===== src/rtl/pwm_sequencer_pkg.sv =====
// Shared types and helpers for the PWM colour sequencer.
// Latency: n/a (types, constants and a combinational helper only).
// Backpressure: n/a.
//
// Contents: FSM state enum, mode encodings, saturating duty step helper.
package pwm_sequencer_pkg;

  typedef enum logic [1:0] {
    ST_IDLE = 2'd0,
    ST_UP   = 2'd1,
    ST_DOWN = 2'd2
  } seq_state_e;

  localparam logic MODE_SEQ    = 1'b0;  // one channel ramps at a time
  localparam logic MODE_UNISON = 1'b1;  // all channels ramp together

  // Widest duty the helper handles; callers zero-extend into this word and
  // truncate the result back to their own width.
  localparam int DUTY_W_MAX = 16;
  typedef logic [DUTY_W_MAX-1:0] duty_word_t;

  // Saturating step towards max_val (up=1) or towards 0 (up=0). The
  // headroom compare avoids needing a carry/borrow bit.
  function automatic duty_word_t duty_step(input duty_word_t val,
                                           input duty_word_t inc,
                                           input duty_word_t max_val,
                                           input logic       up);
    duty_word_t res;
    if (up) begin
      res = ((max_val - val) <= inc) ? max_val : (val + inc);
    end else begin
      res = (val <= inc) ? '0 : (val - inc);
    end
    return res;
  endfunction

endpackage


===== src/rtl/pwm_tick_gen.sv =====
// Ramp tick divider: one-cycle tick strobe every DIV enabled clocks.
// Latency: tick is combinational from the counter; first tick DIV enabled clks after reset/clear.
// Backpressure: none; en=0 freezes the count, clr forces it back to 0.
//
// Ports: clk, rst (async active-low), en (count enable), clr (sync clear,
// used when the sequencer restarts), tick (strobe while counter = DIV-1).
module pwm_tick_gen #(
  parameter int DIV = 625000
) (
  input  logic clk,
  input  logic rst,
  input  logic en,
  input  logic clr,
  output logic tick
);

  localparam int            CW   = (DIV > 1) ? $clog2(DIV) : 1;
  localparam logic [CW-1:0] LAST = CW'(DIV - 1);

  logic [CW-1:0] cnt_q, cnt_d;

  always_comb begin
    cnt_d = cnt_q;
    tick  = 1'b0;
    if (clr) begin
      cnt_d = '0;
    end else if (en) begin
      if (cnt_q == LAST) begin
        cnt_d = '0;
        tick  = 1'b1;
      end else begin
        cnt_d = cnt_q + CW'(1);
      end
    end
  end

  always_ff @(posedge clk or negedge rst) begin
    if (!rst) cnt_q <= '0;
    else      cnt_q <= cnt_d;
  end

endmodule


===== src/rtl/pwm_sequencer.sv =====
// RGB-style PWM sequencer: triangle-ramps channel duties, sequentially or in unison.
// Latency: duty/active_ch update the clk after a tick; pwm_out follows duty one clk later.
// Backpressure: none; en=0 freezes sequencing while the PWM waveform keeps running.
//
// Ports: clk, rst (async active-low), en, mode (0 sequential / 1 unison),
// step (duty increment, 0 acts as 1), duty (CH*W packed, ch i at [i*W +: W]),
// pwm_out (per channel), active_ch (ramping channel), seq_done (1-clk pulse).
module pwm_sequencer
  import pwm_sequencer_pkg::*;
#(
  parameter  int CH  = 3,
  parameter  int W   = 8,       // at most DUTY_W_MAX
  parameter  int DIV = 625000,
  localparam int AW  = (CH > 1) ? $clog2(CH) : 1
) (
  input  logic            clk,
  input  logic            rst,
  input  logic            en,
  input  logic            mode,
  input  logic [W-1:0]    step,
  output logic [CH*W-1:0] duty,
  output logic [CH-1:0]   pwm_out,
  output logic [AW-1:0]   active_ch,
  output logic            seq_done
);

  localparam logic [W-1:0]  MAX     = '1;
  localparam logic [AW-1:0] LAST_CH = AW'(CH - 1);

  seq_state_e    state_q, state_d;
  logic [W-1:0]  ramp_q, ramp_d;
  logic [W-1:0]  duty_q [CH];
  logic [W-1:0]  duty_d [CH];
  logic [AW-1:0] act_q, act_d;
  logic          mode_q, mode_d;
  logic          done_q, done_d;
  logic [W-1:0]  pcnt_q, pcnt_d;
  logic [CH-1:0] pwm_q, pwm_d;

  logic          tick;
  logic          restart;
  logic [W-1:0]  step_eff;
  logic [W-1:0]  ramp_up, ramp_dn;

  // Any change of mode against the registered copy restarts the sequence.
  assign restart  = (mode != mode_q);
  assign step_eff = (step == '0) ? W'(1) : step;

  assign ramp_up = W'(duty_step(duty_word_t'(ramp_q), duty_word_t'(step_eff),
                                duty_word_t'(MAX), 1'b1));
  assign ramp_dn = W'(duty_step(duty_word_t'(ramp_q), duty_word_t'(step_eff),
                                duty_word_t'(MAX), 1'b0));

  pwm_tick_gen #(
    .DIV (DIV)
  ) u_tick (
    .clk  (clk),
    .rst  (rst),
    .en   (en),
    .clr  (restart),
    .tick (tick)
  );

  // Sequencing FSM: all movement happens on tick; restart overrides it.
  always_comb begin
    state_d = state_q;
    ramp_d  = ramp_q;
    act_d   = act_q;
    done_d  = 1'b0;
    mode_d  = mode;
    if (restart) begin
      state_d = ST_UP;
      ramp_d  = '0;
      act_d   = '0;
    end else if (tick) begin
      case (state_q)
        ST_IDLE: state_d = ST_UP;
        ST_UP: begin
          ramp_d = ramp_up;
          if (ramp_up == MAX) state_d = ST_DOWN;
        end
        ST_DOWN: begin
          ramp_d = ramp_dn;
          if (ramp_dn == '0) begin
            state_d = ST_UP;
            if (mode_q == MODE_UNISON) begin
              done_d = 1'b1;
            end else if (act_q == LAST_CH) begin
              act_d  = '0;
              done_d = 1'b1;
            end else begin
              act_d = act_q + AW'(1);
            end
          end
        end
        default: state_d = ST_IDLE;
      endcase
    end
  end

  // Duty fan-out and PWM compare. The duties are derived from the next ramp
  // value so they land on the same edge as the FSM update.
  always_comb begin
    pcnt_d = pcnt_q + W'(1);
    for (int i = 0; i < CH; i++) begin
      if (mode_q == MODE_UNISON || act_d == AW'(i)) duty_d[i] = ramp_d;
      else                                          duty_d[i] = '0;
      pwm_d[i] = (pcnt_q < duty_q[i]);
    end
  end

  always_ff @(posedge clk or negedge rst) begin
    if (!rst) begin
      state_q <= ST_IDLE;
      ramp_q  <= '0;
      duty_q  <= '{default: '0};
      act_q   <= '0;
      mode_q  <= MODE_SEQ;
      done_q  <= 1'b0;
      pcnt_q  <= '0;
      pwm_q   <= '0;
    end else begin
      state_q <= state_d;
      ramp_q  <= ramp_d;
      duty_q  <= duty_d;
      act_q   <= act_d;
      mode_q  <= mode_d;
      done_q  <= done_d;
      pcnt_q  <= pcnt_d;
      pwm_q   <= pwm_d;
    end
  end

  for (genvar g = 0; g < CH; g++) begin : g_duty
    assign duty[g*W +: W] = duty_q[g];
  end

  assign pwm_out   = pwm_q;
  assign active_ch = act_q;
  assign seq_done  = done_q;

endmodule


===== config.mk =====
export PLATFORM = sky130hd
export DESIGN_NAME = pwm_sequencer
export DESIGN_NICKNAME = d
export VERILOG_FILES = /design/src/rtl/pwm_sequencer_pkg.sv /design/src/rtl/pwm_tick_gen.sv /design/src/rtl/pwm_sequencer.sv
export SDC_FILE = /design/constraint.sdc
export NUM_CORES = 1
export LEC_CHECK = 0
export CAP_MARGIN = 25
export CORE_MARGIN = 2
export CORE_UTILIZATION = 59
export DETAILED_ROUTE_END_ITERATION = 8
export HOLD_SLACK_MARGIN = 0.15
export PLACE_DENSITY = 0.81
export SLEW_MARGIN = 15
export SYNTH_ARGS = -nofsm -noshare
export SYNTH_HDL_FRONTEND = slang
export SYNTH_SLANG_ARGS = --single-unit

===== constraint.sdc =====
create_clock -name clk -period 3.9 [get_ports clk]
set_input_delay 0.39 -clock clk [delete_from_list [all_inputs] [get_ports clk]]
set_output_delay 0.39 -clock clk [all_outputs]
set_load 0.01 [all_outputs]

After elaboration in Yosys (flattened, before gate mapping)
Index checks and enable logic that the tools add are counted.
{"block": "op_classes", "addsub": 6, "n_lt_le_gt_ge": 5, "eq_ne": 10, "n_mux": 32, "reduce_logical": 10}
{"op": "2-to-1 mux 8 bit", "count": 8}
{"op": "2-to-1 mux 20 bit", "count": 3}
{"op": "< comparator 8 bit", "count": 3}
{"op": "adder 20 x 1 -> 20 bit (second input constant)", "count": 1}
{"op": "equality test 20 bit (second input constant)", "count": 1}
{"op": "2-to-1 mux 2 bit", "count": 10}
{"op": "less-or-equal comparator 16 x 8 -> 1 bit", "count": 1}
{"op": "zero test 8 bit", "count": 2}
{"op": "one-hot mux 8 bit (2 select lines)", "count": 1}
{"op": "2-to-1 mux 1 bit", "count": 9}
{"op": "subtractor 8 x 8 -> 9 bit (first input constant)", "count": 1}
{"op": "adder 8 x 1 -> 8 bit (second input constant)", "count": 1}
{"op": "adder 8 bit", "count": 1}
{"op": "equality test 8 bit (second input constant)", "count": 1}
{"op": "less-or-equal comparator 8 bit", "count": 1}
{"op": "subtractor 8 bit", "count": 1}
{"op": "equality test 2 bit (second input constant)", "count": 3}
{"op": "!= test 3 bit (second input constant)", "count": 2}
{"op": "one-hot mux 2 bit (3 select lines)", "count": 1}
{"op": "equality test 2 x 1 -> 1 bit (second input constant)", "count": 2}
{"op": "zero test 2 bit", "count": 2}
{"op": "nonzero test 2 bit", "count": 2}
{"op": "logical OR 1 bit", "count": 3}
{"op": "AND reduction 3 bit", "count": 1}
{"op": "2 further kinds", "count": 2}
{"block": "word_totals", "reg_bits": 69, "in_bits": 12, "out_inout_bits": 30}

Logic depth before layout (Yosys ltp)
{"block": "depth", "word_depth": 12, "ltp_mapped": 13, "depth_no_buf": 12}

Hierarchy
A second synthesis with hierarchy kept.
{"block": "hier_totals", "cells_unflattened": 548, "hier_area_um2": 4978.5}
{"module": "pwm_sequencer", "instances": 1, "cells_each": 409, "area_per_inst_um2": 3734.8, "seq_area_each_um2": 1226.2}
{"module": "pwm_tick_gen", "instances": 1, "cells_each": 139, "area_per_inst_um2": 1243.7, "seq_area_each_um2": 500.5}

Least setup slack after synthesis
OpenSTA, ideal clock, no wires.
{"block": "synth_path", "path_type": "input -> register", "start": "input step[4]", "end": "register state_q[0]", "setup_time_ps": 125, "t_arrival_ps": 3144, "path_slack_ps": 632, "cell_stages": 12, "path_buffers": 0, "cell_sequence": "nor4_1 > a41o_1 > ha_1 > inv_1 > fa_1 > nor3b_1 > or3_1 > o211ai_1 > nor3_4 > a211o_1 > nand4_1 > mux2_2"}
{"block": "synth_via", "elab_chain_cells": 7}
{"element": "from (decl)", "line_no": "pwm_sequencer.sv:20", "text": "input logic [W-1:0] step,"}
{"element": "zero test 8 bit", "line_no": "pwm_sequencer.sv:47", "text": "assign step_eff = (step == '0) ? W'(1) : step;"}
{"element": "2-to-1 mux 8 bit *", "line_no": "pwm_sequencer.sv:47"}
{"element": "less-or-equal comparator 16 x 8 -> 1 bit (tied with other cells)", "line_no": "pwm_sequencer_pkg.sv:30", "text": "res = ((max_val - val) <= inc) ? max_val : (val + inc);"}
{"element": "2-to-1 mux 8 bit (on tied branches)", "line_no": "pwm_sequencer_pkg.sv:30, pwm_sequencer_pkg.sv:32"}
{"element": "equality test 8 bit or zero test 8 bit (tied branches)", "line_no": "pwm_sequencer.sv:80, pwm_sequencer.sv:84"}
{"element": "!= test 3 bit (no source line)"}
{"element": "AND reduction 3 bit (no source line) *"}
{"element": "to (signal assigned)", "line_no": "pwm_sequencer.sv:123", "text": "state_q <= state_d;"}
{"element": "to (decl)", "line_no": "pwm_sequencer.sv:30", "text": "seq_state_e state_q, state_d;"}
Mark *: on every way between the ends. The rest lies on a longest branch, timed or not.
A chain may end at the register's enable or synchronous reset.

==> impl_metrics.ini <==
[floorplanning]
io_pins = 42
fp-row-count = 33
core_area_um2 = 8130
die_w_um = 95.4
dieArea_um2 = 9090
die_h_um = 95.4
initial_core_util_pct = 60.5

[cts]
clockBufferDepth = 2
htree_levels = 3
post_cts_buffers = 0
cts_sinks = 69
cts_tree = yes
root_buffer = clkbuf_8
clk-insertion-delay-late_ns = 0.35
numCtsBuffers = 9
clk_pin_slew_worst_paths_ns = 0.08

[yosys]
synth_cells = 547
synth_area_leaders = dfrtp_1 35%, ha_1 13%, a21oi_1 5.4%, inv_1 4.7%, nor3_1 2.3%
async_flop_share_pct = 100
synth-edff-count = 0
synth-seq-area-share_pct = 35.1
synth_common_cells = 69 x dfrtp_1, 61 x inv_1, 53 x a21oi_1, 51 x ha_1, 28 x nor2_1
ys_warn_count = 0
yosysTopAreaCellShare_pct = 35.1
postSynthAreaPerCell_um2 = 9.00
yosys.area.top_type = dfrtp_1
synthFlopType = dfrtp_1
synth_nets = 612
syn_area_um2 = 4920
synth-seq-cells = 69
synth_cell_types = 72
yosysMostFrequentCell = dfrtp_1

[timing]
fin_skew_ns = 0.0103
setup_viol = 0
rsz0062_at_grt = no
tightestPinTransition_ns = 0.731
fmax_mhz = 274
post-route-period-util_pct = 93.7
maxSlewHeadroom_pct = 51.2
finalHoldViolations = 0
fin_crit_ns = 3.65
fin_hold_ws_ns = 0.541
final_max_slew_viol_count = 0

[placed_design]
dp.cells = 718
io_buffers = 41
gp_congestion = 0.989
dp_hpwl_um = 9720

[power]
p_leak_nw = 2.72
intPower_w = 0.00116
irDropWorstVdd_v = 0.000233
power_frac_clock_pct = 36.2
pwr-share-comb_pct = 18.2
power_frac_seq_pct = 45.6
p_switching_w = 0.000474
swShare_pct = 29.0
p_per_area_nw_per_um2 = 276

[detailed_routing]
post_drt_wl_per_cell_um = 17.1
drtIter0Drc = 337
vias = 4397
firstDrtPassIters = 4
ant_nets = 0
wl_um = 12600
vias_per_cell = 5.98
route.detailed.drc = 0

[grt]
grt_max_degree = 39
grt_antenna_before_repair = 0
grt_overflow = 0
track_usage_pct = 29.4
grt_pass1_wl_um = 20600
grt_pass1_vias = 4352

[setup_path]
start_kind = primary input
path_class = primary input to flip-flop
arrival_ns = 3.92
critPathRequiredTime_ns = 4.16
cp_max_fo = 8
crit_path_end_kind = flip-flop
r2r_cells = 13

[finish]
diodes = 0
n_fill_cell = 608
drive_gt1_share_pct = 12.4
instances_no_fill = 735
area_growth_pct = 20.4
nets = 690

[worst_hold_path]
hold_class = flip-flop to flip-flop
hold_depth = 1

[run]
maxCapViolCount = 0

[status]
status = finished clean
-- flip-flops by register name, indices dropped and copies added (netlist names) --
register	cells
ramp_q	8
pcnt_q	8
seq_done	1
u_tick.cnt_q	20
active_ch	2
pwm_out	3
state_q	2
mode_q	1
duty	24
-- cell type report --
type,instances,area [um^2],share of cell area [%]
repair buffers,86,758,12.8
clock buffers,11,141,2.39
multi-input cells,397,2880,48.5
inverters,62,233,3.93
clock inverters,5,60.1,1.01
well taps,105,131,2.22
flip-flops and latches,69,1730,29.1
-- stage by stage --
stage	setup slack (ns)	area [um^2]	TNS [ns]	power [W]	utilization (%)
2_1_floorplan	0.632	4920	0	0.000946	-
3_3_place_gp	0.0163	5710	0	0.00103	70.2
3_5_place_dp	-0.146	5710	-1.93	0.00105	70.2
4_1_cts	0.211	5920	0	0.00164	72.8
5_1_grt	0.0312	5930	0	0.00171	72.9
6_report	0.247	5930	0	0.00163	72.9
-- critical path, cell delays in order --
cell and delay [ns]:
clkdlybuf4s50_1 0.43, nor4_1 0.30, buf_4 0.17, a41o_1 0.22
ha_1 0.18, inv_1 0.06, fa_1 0.37, buf_4 0.15
inv_1 0.06, o311ai_0 0.12, a2111oi_1 0.42, o311a_2 0.32
a21oi_2 0.10, o211a_1 0.29, buf_12 0.15, nor3_1 0.21
-- power by group through the flow --
| stage | combinational, W | sequential (W) | clock, W |
|---|---|---|---|
| 2_1_floorplan | 0.000192 | 0.000754 | 0 |
| 3_3_place_gp | 0.000277 | 0.000757 | 0 |
| 3_5_place_dp | 0.000292 | 0.000759 | 0 |
| 4_1_cts | 0.000294 | 0.000745 | 0.000599 |
| 5_1_grt | 0.000330 | 0.000747 | 0.000633 |
| 6_report | 0.000297 | 0.000745 | 0.000591 |
-- cells in the final DEF, fill, tap and decap left out, drive strengths merged, types with 3 or more instances in the layout --
cell type,n
buf,45
o31ai,6
and2,6
nor4b,3
nor3b,9
o21ai,23
nand4b,3
dfrtp,69
clkdlybuf4s50,40
nand3,17
clkinv,4
nor2,28
or3,6
nor4,5
clkbuf,11
and3,11
nor3,24
o211ai,4
nand4,4
o311ai,5
a21oi,54
a21o,14
inv,61
xor2,8
a31oi,5
nand2,25
xnor2,12
a221oi,7
nor2b,10
a2111oi,4
o21a,7
nand2b,9
ha,51
-- worst paths after layout --
path                       slack, ns             start          endpoint
max                             0.25           step[4]           duty[1]
min                             0.54  u_tick.cnt_q[16]  u_tick.cnt_q[16]
max reg2reg                     0.72         ramp_q[2]           duty[6]
min reg2reg                     0.54  u_tick.cnt_q[16]  u_tick.cnt_q[16]
max in group asynchronous       2.31               rst         ramp_q[7]
min in group asynchronous       0.63               rst        pwm_out[2]
-- metal layers --
metal / part of all wire, % / GRT usage (%)
met4: 2.8 / 10.4
met1: 45 / 38.6
met2: 47 / 48.7
met5: 0 / 0
met3: 4.5 / 5.53
-- what timing repair did --
action | in CTS | in global routing
endpoints found under the hold margin | 31 | 0
resized for setup | 0 | 2
hold buffers | 1 | 0
setup endpoints to repair | 0 | 2
-- cell families after synthesis --
logic type / Yosys count / share of synthesized area [%]
compound gates: 148 / 20.7
xor+xnor: 20 / 3.56
fa+ha+maj: 53 / 13.8
buf+inv: 81 / 6.58
flops: 69 / 35.1
mux: 3 / 0.635
simple gates: 173 / 19.7
(Power assumes the default switching activity.)
